### config.mk
export PLATFORM = sky130hd
export DESIGN_NAME = modbus_uart_rx
export DESIGN_NICKNAME = d
export VERILOG_FILES = /design/src/rtl/modbus_uart_rx.sv
export SDC_FILE = /design/constraint.sdc
export NUM_CORES = 1
export LEC_CHECK = 0
export ABC_AREA = 1
export CORE_MARGIN = 2
export CORE_UTILIZATION = 60
export DETAILED_ROUTE_END_ITERATION = 7
export DONT_BUFFER_PORTS = 1
export PLACE_DENSITY_LB_ADDON = 0.05
export SYNTH_ARGS = -nofsm -noshare
export SYNTH_HDL_FRONTEND = slang
export SYNTH_SLANG_ARGS = --single-unit
export TNS_END_PERCENT = 100
### constraint.sdc
create_clock -name i_clk -period 2.5 [get_ports i_clk]
set_input_delay 0.5 -clock i_clk [delete_from_list [all_inputs] [get_ports i_clk]]
set_output_delay 0.5 -clock i_clk [all_outputs]
set_load 0.05 [all_outputs]
### src/rtl/modbus_uart_rx.sv
// modbus_uart_rx
// Oversampling (16x) UART receiver for the Modbus-to-Wishbone bridge. It
// deframes 8-bit characters (LSB first) with an optional even parity bit,
// parks each one in a one-deep holding register drained by the bridge, and
// flags the Modbus RTU inter-frame gap as a one-cycle silence pulse.
//
// Ports:
//   i_clk           single clock domain
//   i_rst           asynchronous, active-high reset
//   i_rx            asynchronous serial line, idle high
//   o_data_out      [7:0] received byte, [8] framing error (stop bit low)
//   o_data_received holding register valid
//   i_receive_req   single-cycle consume strobe from the bridge
//   o_parity_error  parity mismatch for the held byte
//   o_overflow      sticky: a byte was dropped because the holder was full
//   o_silence       one-cycle end-of-frame gap pulse
module modbus_uart_rx #(
  parameter int unsigned DIVISOR      = 27,
  parameter bit          PARITY_EN    = 1'b1,
  parameter int unsigned SILENCE_BITS = 39
) (
  input  logic       i_clk,
  input  logic       i_rst,
  input  logic       i_rx,
  output logic [8:0] o_data_out,
  output logic       o_data_received,
  input  logic       i_receive_req,
  output logic       o_parity_error,
  output logic       o_overflow,
  output logic       o_silence
);

  typedef enum logic [2:0] {
    S_IDLE   = 3'd0,
    S_START  = 3'd1,
    S_DATA   = 3'd2,
    S_PARITY = 3'd3,
    S_STOP   = 3'd4
  } state_t;

  localparam logic [15:0] DIV_LAST = 16'(DIVISOR - 1);
  localparam logic [15:0] SIL_LAST = 16'(SILENCE_BITS - 1);
  localparam logic [15:0] SIL_FULL = 16'(SILENCE_BITS);

  // Odd number of ones -> 1; XOR with the received parity bit gives the error.
  function automatic logic f_xor8(input logic [7:0] d);
    return ^d;
  endfunction

  state_t      r_state;
  state_t      w_state_nxt;
  logic        r_sync1, r_sync2, r_rxs_d;
  logic [15:0] r_div;
  logic [3:0]  r_sub;
  logic [2:0]  r_bit;
  logic [7:0]  r_shift;
  logic        r_par_err;
  logic [8:0]  r_data_out;
  logic        r_valid;
  logic        r_perr_out;
  logic        r_ovf;
  logic        r_silence;
  logic        r_armed;
  logic [3:0]  r_idle_sub;
  logic [15:0] r_idle_cnt;

  logic w_rxs, w_tick, w_fall, w_sample, w_start_edge, w_stop_sample;
  logic w_load, w_consume, w_idle_count, w_gap_done;

  assign w_rxs         = r_sync2;
  assign w_tick        = (r_div == DIV_LAST);
  assign w_fall        = r_rxs_d & ~w_rxs;
  assign w_sample      = w_tick && (r_sub == 4'd7);
  assign w_start_edge  = (r_state == S_IDLE) && w_fall;
  assign w_stop_sample = (r_state == S_STOP) && w_sample;
  // The holder accepts a new byte when empty or when it is being drained this very edge.
  assign w_load        = w_stop_sample && (!r_valid || i_receive_req);
  assign w_consume     = i_receive_req && r_valid;
  assign w_idle_count  = (r_state == S_IDLE) && w_rxs && w_tick;
  assign w_gap_done    = w_idle_count && (r_idle_sub == 4'hF) && (r_idle_cnt == SIL_LAST);

  // Two-flop synchroniser plus one delayed copy for falling-edge detection.
  always_ff @(posedge i_clk or posedge i_rst) begin
    if (i_rst) begin
      r_sync1 <= 1'b1;
      r_sync2 <= 1'b1;
      r_rxs_d <= 1'b1;
    end else begin
      r_sync1 <= i_rx;
      r_sync2 <= r_sync1;
      r_rxs_d <= r_sync2;
    end
  end

  // Free-running oversample tick divider and sub-bit tick counter.
  always_ff @(posedge i_clk or posedge i_rst) begin
    if (i_rst) begin
      r_div <= 16'd0;
      r_sub <= 4'd0;
    end else begin
      r_div <= w_tick ? 16'd0 : r_div + 16'd1;
      if (w_start_edge) begin
        r_sub <= 4'd0;
      end else if (w_tick) begin
        r_sub <= r_sub + 4'd1;
      end else begin
        r_sub <= r_sub;
      end
    end
  end

  // FSM state register.
  always_ff @(posedge i_clk or posedge i_rst) begin
    if (i_rst) begin
      r_state <= S_IDLE;
    end else begin
      r_state <= w_state_nxt;
    end
  end

  // FSM next-state logic; every bit decision is taken at the mid-bit sample.
  always_comb begin
    w_state_nxt = r_state;
    case (r_state)
      S_IDLE: begin
        if (w_fall) w_state_nxt = S_START;
        else        w_state_nxt = S_IDLE;
      end
      S_START: begin
        if (w_sample) w_state_nxt = w_rxs ? S_IDLE : S_DATA;
        else          w_state_nxt = S_START;
      end
      S_DATA: begin
        if (w_sample && (r_bit == 3'd7)) w_state_nxt = PARITY_EN ? S_PARITY : S_STOP;
        else                             w_state_nxt = S_DATA;
      end
      S_PARITY: begin
        if (w_sample) w_state_nxt = S_STOP;
        else          w_state_nxt = S_PARITY;
      end
      S_STOP: begin
        if (w_sample) w_state_nxt = S_IDLE;
        else          w_state_nxt = S_STOP;
      end
      default: w_state_nxt = S_IDLE;
    endcase
  end

  // Data shift register, bit index and parity check for the character in flight.
  always_ff @(posedge i_clk or posedge i_rst) begin
    if (i_rst) begin
      r_bit     <= 3'd0;
      r_shift   <= 8'd0;
      r_par_err <= 1'b0;
    end else if ((r_state == S_START) && w_sample) begin
      r_bit     <= 3'd0;
      r_par_err <= 1'b0;
    end else if ((r_state == S_DATA) && w_sample) begin
      r_shift <= {w_rxs, r_shift[7:1]};
      r_bit   <= r_bit + 3'd1;
    end else if ((r_state == S_PARITY) && w_sample) begin
      r_par_err <= f_xor8(r_shift) ^ w_rxs;
    end else begin
      r_bit     <= r_bit;
      r_shift   <= r_shift;
      r_par_err <= r_par_err;
    end
  end

  // Holding register, valid flag and sticky overflow.
  always_ff @(posedge i_clk or posedge i_rst) begin
    if (i_rst) begin
      r_data_out <= 9'd0;
      r_perr_out <= 1'b0;
      r_valid    <= 1'b0;
      r_ovf      <= 1'b0;
    end else begin
      if (w_load) begin
        r_data_out <= {~w_rxs, r_shift};
        r_perr_out <= r_par_err;
        r_valid    <= 1'b1;
      end else if (w_consume) begin
        r_valid <= 1'b0;
      end else begin
        r_valid <= r_valid;
      end
      // A stop sample that cannot load implies no drain this edge.
      if (w_consume) begin
        r_ovf <= 1'b0;
      end else if (w_stop_sample && !w_load) begin
        r_ovf <= 1'b1;
      end else begin
        r_ovf <= r_ovf;
      end
    end
  end

  // Idle bit-period counter and one-shot silence pulse, re-armed by each byte.
  always_ff @(posedge i_clk or posedge i_rst) begin
    if (i_rst) begin
      r_idle_sub <= 4'd0;
      r_idle_cnt <= 16'd0;
      r_armed    <= 1'b0;
      r_silence  <= 1'b0;
    end else begin
      if (w_stop_sample || w_start_edge) begin
        r_idle_sub <= 4'd0;
        r_idle_cnt <= 16'd0;
      end else if (w_idle_count) begin
        r_idle_sub <= r_idle_sub + 4'd1;
        if ((r_idle_sub == 4'hF) && (r_idle_cnt != SIL_FULL)) begin
          r_idle_cnt <= r_idle_cnt + 16'd1;
        end else begin
          r_idle_cnt <= r_idle_cnt;
        end
      end else begin
        r_idle_sub <= r_idle_sub;
        r_idle_cnt <= r_idle_cnt;
      end
      if (w_stop_sample) begin
        r_armed <= 1'b1;
      end else if (w_gap_done) begin
        r_armed <= 1'b0;
      end else begin
        r_armed <= r_armed;
      end
      r_silence <= w_gap_done && r_armed;
    end
  end

  assign o_data_out      = r_data_out;
  assign o_data_received = r_valid;
  assign o_parity_error  = r_perr_out;
  assign o_overflow      = r_ovf;
  assign o_silence       = r_silence;

endmodule

==> results.cfg, run 1 <==
[power_and_ir_drop]
total_leakage_power_uw = 0.00228
power-per-cell-area_mw_per_mm2 = 518
irDropWorstVdd_v = 0.000281
power_uw = 2270

[cts]
postCtsHoldBufs = 0
ctsLongestPathBuffers = 2
tritoncts = done
cts-resized-gates = 0
worst_setup_hold_path_clk_slew_ns = 0.08
numCtsBuffers = 9
tritoncts_num_sinks = 72
clock_insertion_delay_worst_skew_ns = 0.34
postCtsSetupRepairBufs = 0
root_buffer = sky130_fd_sc_hd__clkbuf_8
ctsHtreeMaxLevel = 3

[sta]
final_period_minus_worst_setup_slack_ns = 1.87
setup-tns-final_ns = 0
final_hold_viol_count = 0
worst_pin_slew_ns = 0.598
report.final.setup_viol = 0
fmax_mhz = 535
layout_worst_path_cycle_share = 0.748
rsz_0062_raised_after_global_routing = false
slew-limit-headroom = 0.601
drv_slew = 0
final.setup_skew_ns = 0.0105

[yosys]
ys_top_cells_by_area = sky130_fd_sc_hd__dfrtp_1 (42%), sky130_fd_sc_hd__nand2_1 (14%), sky130_fd_sc_hd__nand3_1 (7.6%)
yosysTopAreaCell = sky130_fd_sc_hd__dfrtp_1
synth_xor_xnor_area_share = 0.0404
yosysUniqueCellTypes = 31
synthesized_area_per_cell_um2 = 7.59
post_synth_mux_area_share = 0
synth.net_count = 555
synth_seq_area_share = 0.438
area_fraction_in_compound_gates_after_synthesis = 0.0579
synth_top_family_by_area = simple AND/OR/NAND/NOR gates
synth.ff_latch_count = 72
synth.cell_area_mm2 = 0.00412
synthesized_area_fraction_occupied_by_adder_cells = 0.0243
postSynthCellCount = 543
synth_largest_type_area_fraction = 0.419
synth-simple-area-share = 0.346
synth_warnings = 0

[critical_path]
worst_ep_arrival_time_ns = 2.09
cp_cell_sequence = inv_1, ha_1, nand2_1, clkinv_1, nand2_1, nor2_4, nand3_4, nor2_8, nor2_4, buf_4, nand3_1, nand2_1
crit_fanout = 34
critical_path.startpoint_type = register
path_class = register to register
critPathRequiredTime_ns = 2.72
critPathTopFamily = simple AND/OR/NAND/NOR gates
startpoint = r_div[0]
critPathMaxStageDelay_ns = 0.42
path_common_cell = sky130_fd_sc_hd__nand2_1
slowest_stage = sky130_fd_sc_hd__dfrtp_1
end_kind = register
crit-reg2reg-launch = r_div[0]
cp_num_buf_inv = 3

[final_layout]
number_of_nets_in_the_layout = 559
fillers = 555
final-seq-area_mm2 = 0.00181
filler_free_cell_count_of_the_finished_design = 632
drive_above_1_share = 0.0942
combined_area_of_the_multi_input_logic_cells_mm2 = 0.00193
flow.area_growth_from_synthesis_pct = 6.10
final_common_cell = sky130_fd_sc_hd__nand2_1
insertedDiodeCount = 0
layout.core_utilization = 0.651
most-common-layout-cells = sky130_fd_sc_hd__nand2_1 (154), sky130_fd_sc_hd__inv_1 (75), sky130_fd_sc_hd__dfrtp_1 (69)

[global_routing]
globalRoute.totalOverflow = 0
grt_pass1_wl_um = 13600
pin_count_of_the_biggest_net_entering_global_routing = 45
track_usage = 0.229
grt_antenna_before_repair = 0
first_global_vias = 2973

[floorplan]
die_w_um = 86.9
rows = 30
ioPinCount = 17
fp.dieH_um = 86.9
initial_core_util = 0.614
core_mm2 = 0.00672
fp.dieArea_mm2 = 0.00755

[route]
route.antenna.remaining_nets = 0
via_per_inst = 5.14
via_count = 3246
drt_pre_antenna_iters = 4
wl_per_cell_um = 12.6
drt-total-wl_um = 7970
post-route-drc-count = 0
drt_first_iter_violations = 184

[place]
port_buffers = 0
dpl.hpwl_um = 5690
placed_cells = 616
place_congestion = 0.833

[run_status]
outcome = completed

[min_path]
worstHoldPathType = primary input to async pin

[run]
drv.max_cap_violation_count = 0
[worst register-to-register path, cell delays in order, from the launching register on]
cell and delay [ns]:
sky130_fd_sc_hd__dfrtp_1 0.42, sky130_fd_sc_hd__inv_1 0.07, sky130_fd_sc_hd__ha_1 0.17, sky130_fd_sc_hd__nand2_1 0.07, sky130_fd_sc_hd__clkinv_1 0.05, sky130_fd_sc_hd__nand2_1 0.09
sky130_fd_sc_hd__nor2_4 0.14, sky130_fd_sc_hd__nand3_4 0.13, sky130_fd_sc_hd__nor2_8 0.17, sky130_fd_sc_hd__nor2_4 0.04, sky130_fd_sc_hd__buf_4 0.24, sky130_fd_sc_hd__nand3_1 0.12
sky130_fd_sc_hd__nand2_1 0.06
[path summary, 6_finish.rpt]
check | to | slack, ns | cells past startpoint
max | r_idle_cnt[5] | 0.63 | 12
min | r_div[10] | 0.1 | 1
max reg2reg | r_idle_cnt[5] | 0.63 | 12
min reg2reg | r_sync2 | 0.36 | 0
max in group asynchronous | r_rxs_d | 1.69 | 2
min in group i_clk | r_sync1 | 0.15 | 0
[where the power goes]
| part | internal, uW | total, uW | switching [uW] |
|---|---|---|---|
| registers | 1180 | 1200 | 20.3 |
| logic | 17.8 | 70.9 | 53.1 |
| clock network | 559 | 996 | 437 |
| total | 1760 | 2270 | 511 |
[stage by stage]
step                      cell area (um^2)  setup slack, ns  hold WS [ns]
final                                 4380            0.631        0.0963
after detailed placement              4160            0.675         0.356
after global placement                4160            0.742         0.354
after floorplan                       4120            0.180         0.345
after global routing                  4380            0.479         0.123
after CTS                             4380            0.651         0.110
[cell families (layout without fill, tap and decap cells)]
group | count (synthesis) | in the layout
adder cells (fa/ha/maj) | 8 | 8
AND/OR/NAND/NOR | 317 | 317
XOR/XNOR | 19 | 19
AO/OA/AOI/OAI | 39 | 39
buffers and inverters | 88 | 97
flip-flops | 72 | 72
[cell usage after synthesis]
master / n
sky130_fd_sc_hd__a21oi_1: 7
sky130_fd_sc_hd__and3_1: 1
sky130_fd_sc_hd__buf_2: 1
sky130_fd_sc_hd__buf_4: 2
sky130_fd_sc_hd__buf_6: 6
sky130_fd_sc_hd__clkinv_1: 2
sky130_fd_sc_hd__dfrtp_1: 69
sky130_fd_sc_hd__dfstp_2: 3
sky130_fd_sc_hd__ha_1: 8
sky130_fd_sc_hd__inv_1: 76
sky130_fd_sc_hd__inv_2: 1
sky130_fd_sc_hd__nand2_1: 154
sky130_fd_sc_hd__nand2_2: 2
sky130_fd_sc_hd__nand2_4: 1
sky130_fd_sc_hd__nand3_1: 63
sky130_fd_sc_hd__nand3_4: 2
sky130_fd_sc_hd__nand4_1: 11
sky130_fd_sc_hd__nor2_1: 63
sky130_fd_sc_hd__nor2_2: 8
sky130_fd_sc_hd__nor2_4: 6
sky130_fd_sc_hd__nor2_8: 1
sky130_fd_sc_hd__nor3_1: 3
sky130_fd_sc_hd__o21ai_0: 18
sky130_fd_sc_hd__o21ai_1: 1
sky130_fd_sc_hd__o21ai_2: 9
sky130_fd_sc_hd__o21bai_1: 3
sky130_fd_sc_hd__o31ai_1: 1
sky130_fd_sc_hd__or2_0: 1
sky130_fd_sc_hd__or2_2: 1
sky130_fd_sc_hd__xnor2_1: 2
sky130_fd_sc_hd__xor2_1: 17
[layout make-up]
type	count	area share
inverters	79	0.0678
well taps	80	0.0229
clock inverters	6	0.0192
flip-flops and latches	72	0.413
repair buffers	2	0.00629
multi-input cells	383	0.442
clock buffers	10	0.0292
[registers in the layout (all words and copies together), names as in the netlist]
name	cells
r_div	16
r_idle_cnt	16
o_data_out	9
r_shift	8
r_idle_sub	4
r_sub	4
r_bit	3
r_state	3
o_data_received	1
o_overflow	1
o_parity_error	1
o_silence	1
r_armed	1
r_par_err	1
r_rxs_d	1
r_sync1	1
r_sync2	1
[per-layer routing]
| layer | up-vias | global-route usage | routed length (um) | share of wire |
|---|---|---|---|---|
| li1 | 1706 | - | - | - |
| met1 | 1487 | 0.329 | 4030 | 0.51 |
| met2 | 44 | 0.348 | 3600 | 0.45 |
| met3 | 9 | 0.0512 | 249 | 0.031 |
| met4 | 0 | 0.0639 | 91 | 0.011 |
| met5 | - | 0 | 0 | 0 |
(Power assumes the default switching activity.)
==> run 2: changes to the inputs <==
- CORE_UTILIZATION: 60 -> 58
- clock period: 2.5 -> 1.7 ns (I/O delays scaled with it)
==> run 2 against run 1 <==
The flow now finishes with violations (negative setup slack). Die area increased by 3.3%. Sequential share of layout area decreased by 6.6 points. Sequential cell count unchanged. Largest cell class unchanged. Highest routed layer unchanged.
==> results.cfg, run 2 (synthesis gave the netlist of run 1 again) <==
[global_routing]
grt_pass1_wl_um = 15700
track_usage = 0.258
globalRoute.totalOverflow = 0
pin_count_of_the_biggest_net_entering_global_routing = 63
grt_antenna_before_repair = 0
first_global_vias = 3395

[final_layout]
insertedDiodeCount = 0
post-route-cell-area_mm2 = 0.00522
layout.core_utilization = 0.763
number_of_nets_in_the_layout = 607
most-common-layout-cells = sky130_fd_sc_hd__nand2_1 (137), sky130_fd_sc_hd__inv_1 (72), sky130_fd_sc_hd__dfrtp_1 (69)
drive_above_1_share = 0.240
final_common_cell = sky130_fd_sc_hd__nand2_1
flow.area_growth_from_synthesis_pct = 26.5

[sta]
layout_worst_path_cycle_share = 1.08
report.final.setup_viol = 38
final_hold_viol_count = 0
final.setup_skew_ns = 0.0101
post-route-worst-setup-slack_ns = -0.130
worst_pin_slew_ns = 0.593
drv_slew = 0
final_period_minus_worst_setup_slack_ns = 1.83
fmax_mhz = 547
rsz_0062_raised_after_global_routing = true
slew-limit-headroom = 0.603

[route]
via_per_inst = 5.33
post-route-drc-count = 0
route.antenna.remaining_nets = 0
drt_first_iter_violations = 212
wl_per_cell_um = 14.5
via_count = 3712
drt_pre_antenna_iters = 6
drt-total-wl_um = 10100

[min_path]
worstHoldStart = i_receive_req
whs_endpoint = o_overflow
whs_path_depth = 3
worstHoldPathType = primary input to register

[power_and_ir_drop]
total_leakage_power_uw = 0.00259
irDropWorstVdd_v = 0.000490
power-per-cell-area_mw_per_mm2 = 721

[cts]
ctsHtreeMaxLevel = 3
tritoncts = done
numCtsBuffers = 9
clock_insertion_delay_worst_skew_ns = 0.35
ctsLongestPathBuffers = 2
worst_setup_hold_path_clk_slew_ns = 0.08
root_buffer = sky130_fd_sc_hd__clkbuf_8
tritoncts_num_sinks = 72

[place]
place_congestion = 0.887
dpl.hpwl_um = 5950
place_ws_ns = -0.197
place_area_mm2 = 0.00440
port_buffers = 0

[critical_path]
cp_num_buf_inv = 1
critPathRequiredTime_ns = 1.99
worst_ep_arrival_time_ns = 2.12
crit-reg2reg-launch = r_idle_sub[0]
crit_fanout = 8
cp_cell_sequence = ha_1, and3_1, nand4_1, nor2_4, buf_6, nand3_1, nand2_1
critical_path.startpoint_type = register
end_kind = register
path_class = register to register
critPathMaxStageDelay_ns = 0.43
critPathTopFamily = simple AND/OR/NAND/NOR gates
r2r.worst_path.cells = 7
r2r-end = r_idle_cnt[2]
reg2reg_slack_ns = -0.13
slowest_stage = sky130_fd_sc_hd__dfrtp_1

[floorplan]
rows = 30
fp.dieH_um = 88.3
die_w_um = 88.3
fp.dieArea_mm2 = 0.00780
ioPinCount = 17
core_mm2 = 0.00683
initial_core_util = 0.604

[run]
drv.max_cap_violation_count = 0

[run_status]
outcome = finished with violations
failing_checks = negative setup slack
## run 2: area by class of cell
| type | instances | area (um^2) |
|---|---|---|
| sequential | 72 | 1810 |
| tap | 96 | 120 |
| clock inverter | 7 | 143 |
| timing repair buffer | 46 | 479 |
| clock buffer | 9 | 124 |
| fill | 493 | 1620 |
| multi-input combinational | 387 | 2240 |
| inverter | 79 | 304 |
## run 2: worst max-delay path by stage
| stage | endpoint | slack (ns) | start | depth (start not counted) |
|---|---|---|---|---|
| 2_1_floorplan | o_parity_error | 0.1 | r_div[0] | 12 |
| 3_3_place_gp | r_idle_sub[1] | -0.14 | r_div[0] | 11 |
| 3_5_place_dp | r_idle_sub[1] | -0.20 | r_div[0] | 11 |
| 4_1_cts | r_idle_cnt[14] | -0.11 | r_div[0] | 13 |
| 5_1_grt | r_idle_cnt[2] | -0.23 | r_idle_sub[0] | 7 |
| 6_report | r_idle_cnt[2] | -0.13 | r_idle_sub[0] | 7 |
## run 2: power by group
part	internal [uW]	switching (uW)	total, uW
Clock	1130	706	1830
Combinational	60.9	105	166
Sequential	1740	23.4	1760
## run 2: through the flow
stage,TNS [ns],instances,total power [uW],hold slack (ns)
after floorplan,0,543,1880,0.344
after global placement,-2.27,658,1920,0.171
after detailed placement,-3.74,658,1920,0.177
after CTS,-1.66,686,3740,0.153
after global routing,-6.11,696,3880,0.140
final,-2.93,696,3760,0.148
## run 2: worst register-to-register path, stage by stage, from the launching register on
cell and delay, ns:
sky130_fd_sc_hd__dfrtp_1 0.43, sky130_fd_sc_hd__ha_1 0.23, sky130_fd_sc_hd__and3_1 0.35, sky130_fd_sc_hd__nand4_1 0.26, sky130_fd_sc_hd__nor2_4 0.19, sky130_fd_sc_hd__buf_6 0.16, sky130_fd_sc_hd__nand3_1 0.08, sky130_fd_sc_hd__nand2_1 0.08
## run 2: layer usage
metal	share of wire	routed length, um	vias up	track usage
li1	-	-	1809	-
met1	0.46	4580	1761	0.369
met2	0.48	4850	124	0.403
met3	0.049	489	18	0.0392
met4	0.014	145	0	0.0854
met5	0	0	-	0
## run 2: repair_timing
item / 4_1_cts / 5_1_grt
hold buffers: 2 / 0
buffers inserted: 7 / 9
endpoints found under the setup margin: 34 / 60
resized for setup: 22 / 58
gates cloned: 3 / 4
endpoints found under the hold margin: 10 / 0
pin swaps: 9 / 16
==> run 3: changes to the inputs <==
- CORE_MARGIN: 2 -> unset
- CORE_UTILIZATION: 58 -> 30
==> run 3 against run 2 <==
The flow still finishes with violations (negative setup slack). Sequential share of layout area decreased by 1.2 points. Non-clock buffer count increased by 6. Via count decreased by 5.2%. Routed wire length increased by 9.6%. Worst setup slack improved by 0.055 ns. Cell count increased by 12%. Power increased by 3.5%. Clock skew increased by 0.0010 ns. Die area increased by 82%. Register-to-register slack improved by 0.06 ns.
==> results.cfg, run 3 (synthesis gave the netlist of run 1 again) <==
[final_layout]
insertedDiodeCount = 0
post-route-cell-area_mm2 = 0.00540
number_of_nets_in_the_layout = 613
filler_free_cell_count_of_the_finished_design = 782
flow.area_growth_from_synthesis_pct = 31.0
final_common_cell = sky130_fd_sc_hd__nand2_1
drive_above_1_share = 0.251
fillers = 1382
most-common-layout-cells = sky130_fd_sc_hd__nand2_1 (128), sky130_fd_sc_hd__inv_1 (71), sky130_fd_sc_hd__dfrtp_1 (69)

[route]
via_per_inst = 4.50
detailroute.wirelength.met2_um = 5000
via_count = 3520
post-route-drc-count = 0
wl_per_cell_um = 14.1
met1Wirelength_um = 5530
route.antenna.remaining_nets = 0
drt-total-wl_um = 11000
top_layer = met4
wl_met3_um = 380
drt_pre_antenna_iters = 4
drt_first_iter_violations = 147

[cts]
worst_setup_hold_path_clk_slew_ns = 0.06
clock_insertion_delay_worst_skew_ns = 0.35
ctsLongestPathBuffers = 2
root_buffer = sky130_fd_sc_hd__clkbuf_16
ctsHtreeMaxLevel = 3
tritoncts = done
tritoncts_num_sinks = 72
numCtsBuffers = 9

[power_and_ir_drop]
power-per-cell-area_mw_per_mm2 = 721
total_leakage_power_uw = 0.00273
power_uw = 3890
irDropWorstVdd_v = 0.000470

[critical_path]
worst_ep_arrival_time_ns = 2.05
slowest_stage = sky130_fd_sc_hd__dfrtp_1
end_kind = register
critPathTopFamily = simple AND/OR/NAND/NOR gates
crit_fanout = 8
critPathMaxStageDelay_ns = 0.38
crit-reg2reg-launch = r_div[0]
reg2reg_slack_ns = -0.07
path_class = register to register
cp_cell_sequence = inv_1, ha_2, nand2_2, inv_2, nand2_4, nor2_4, buf_6, nand4_1, nor2_4, buf_6, buf_12, nand3_2, nand2_1
critPathRequiredTime_ns = 1.98
cp_num_buf_inv = 5
startpoint = r_div[0]
critical_path.startpoint_type = register

[run_status]
outcome = finished with violations
failing_checks = negative setup slack

[floorplan]
ioPinCount = 17
initial_core_util = 0.309
die_w_um = 119
fp.dieArea_mm2 = 0.0142
rows = 42
fp.dieH_um = 119
core_mm2 = 0.0133

[global_routing]
track_usage = 0.155
pin_count_of_the_biggest_net_entering_global_routing = 73
grt_pass1_wl_um = 16900
first_global_vias = 3246
globalRoute.totalOverflow = 0
grt_antenna_before_repair = 0

[run]
drv.max_cap_violation_count = 0

[sta]
rsz_0062_raised_after_global_routing = true
final.setup_skew_ns = 0.0112
worst_pin_slew_ns = 0.618
slew-limit-headroom = 0.587
final_hold_viol_count = 0
fmax_mhz = 564
layout_worst_path_cycle_share = 1.04
report.final.setup_viol = 25
drv_slew = 0
final_period_minus_worst_setup_slack_ns = 1.77
setup-tns-final_ns = -0.939
post-route-worst-setup-slack_ns = -0.0745

[min_path]
worstHoldPathType = primary input to register
worstHoldStart = i_receive_req

[place]
place_area_mm2 = 0.00458
placed_cells = 748
dpl.hpwl_um = 6800
port_buffers = 0
place_ws_ns = -0.269
place_congestion = 0.761
[run 3: cell types whose count changed in the layout (fill, tap and decap cells not counted), sizes merged]
| cell | before | now |
|---|---|---|
| buf | 42 | 46 |
| bufinv | 4 | 1 |
| clkbuf | 11 | 13 |
| clkinv | 4 | 6 |
| clkinvlp | 1 | 2 |
[run 3: worst paths after layout]
kind | endpoint | depth (start not counted)
max | r_idle_cnt[14] | 13
min | o_overflow | 3
max reg2reg | r_idle_cnt[14] | 13
min reg2reg | r_sync2 | 0
max in group asynchronous | r_sync2 | 3
min in group asynchronous | r_shift[2] | 3
[run 3: per-stage QoR]
step           utilization  hold slack, ns
2_1_floorplan            -           0.344
3_3_place_gp         0.343           0.345
3_5_place_dp         0.343           0.345
4_1_cts              0.376           0.144
5_1_grt              0.405           0.157
6_report             0.405           0.153
[run 3: cell type report]
type,instances,area (um^2),share of cell area
clock inverter,7,78.8,0.0146
sequential,72,1810,0.334
tap,176,220,0.0408
clock buffer,9,225,0.0417
multi-input combinational,387,2200,0.408
timing repair buffer,52,554,0.103
inverter,79,314,0.0581
[run 3: what timing repair did]
| action | in CTS | in global routing |
|---|---|---|
| setup buffers | 5 | 2 |
| hold buffers | 2 | 0 |
| resized for setup | 9 | 78 |
| pin swaps | 5 | 11 |
| gates cloned | 2 | 8 |
| setup endpoints to repair | 32 | 58 |
| endpoints found under the hold margin | 33 | 0 |
[run 3: worst reg2reg max path, cell delays in order (launching register included)]
cell and delay [ns]:
sky130_fd_sc_hd__dfrtp_1 0.38, sky130_fd_sc_hd__inv_1 0.06, sky130_fd_sc_hd__ha_2 0.18, sky130_fd_sc_hd__nand2_2 0.05, sky130_fd_sc_hd__inv_2 0.06, sky130_fd_sc_hd__nand2_4 0.05
sky130_fd_sc_hd__nor2_4 0.12, sky130_fd_sc_hd__buf_6 0.11, sky130_fd_sc_hd__nand4_1 0.15, sky130_fd_sc_hd__nor2_4 0.16, sky130_fd_sc_hd__buf_6 0.12, sky130_fd_sc_hd__buf_12 0.12
sky130_fd_sc_hd__nand3_2 0.07, sky130_fd_sc_hd__nand2_1 0.09
[run 3: report_power, final]
part           internal, uW  leakage [uW]  switching, uW  total (uW)
Sequential             1740      0.000973           23.7        1760
Clock                  1150      0.000150            812        1960
Combinational          62.1       0.00160            105         167
Total                  2950       0.00273            941        3890
[run 3: routing by layer]
layer | global-route usage | vias to the layer above
li1 | - | 1825
met1 | 0.218 | 1641
met2 | 0.228 | 45
met3 | 0.0441 | 9
met4 | 0.0475 | 0
met5 | 0 | -
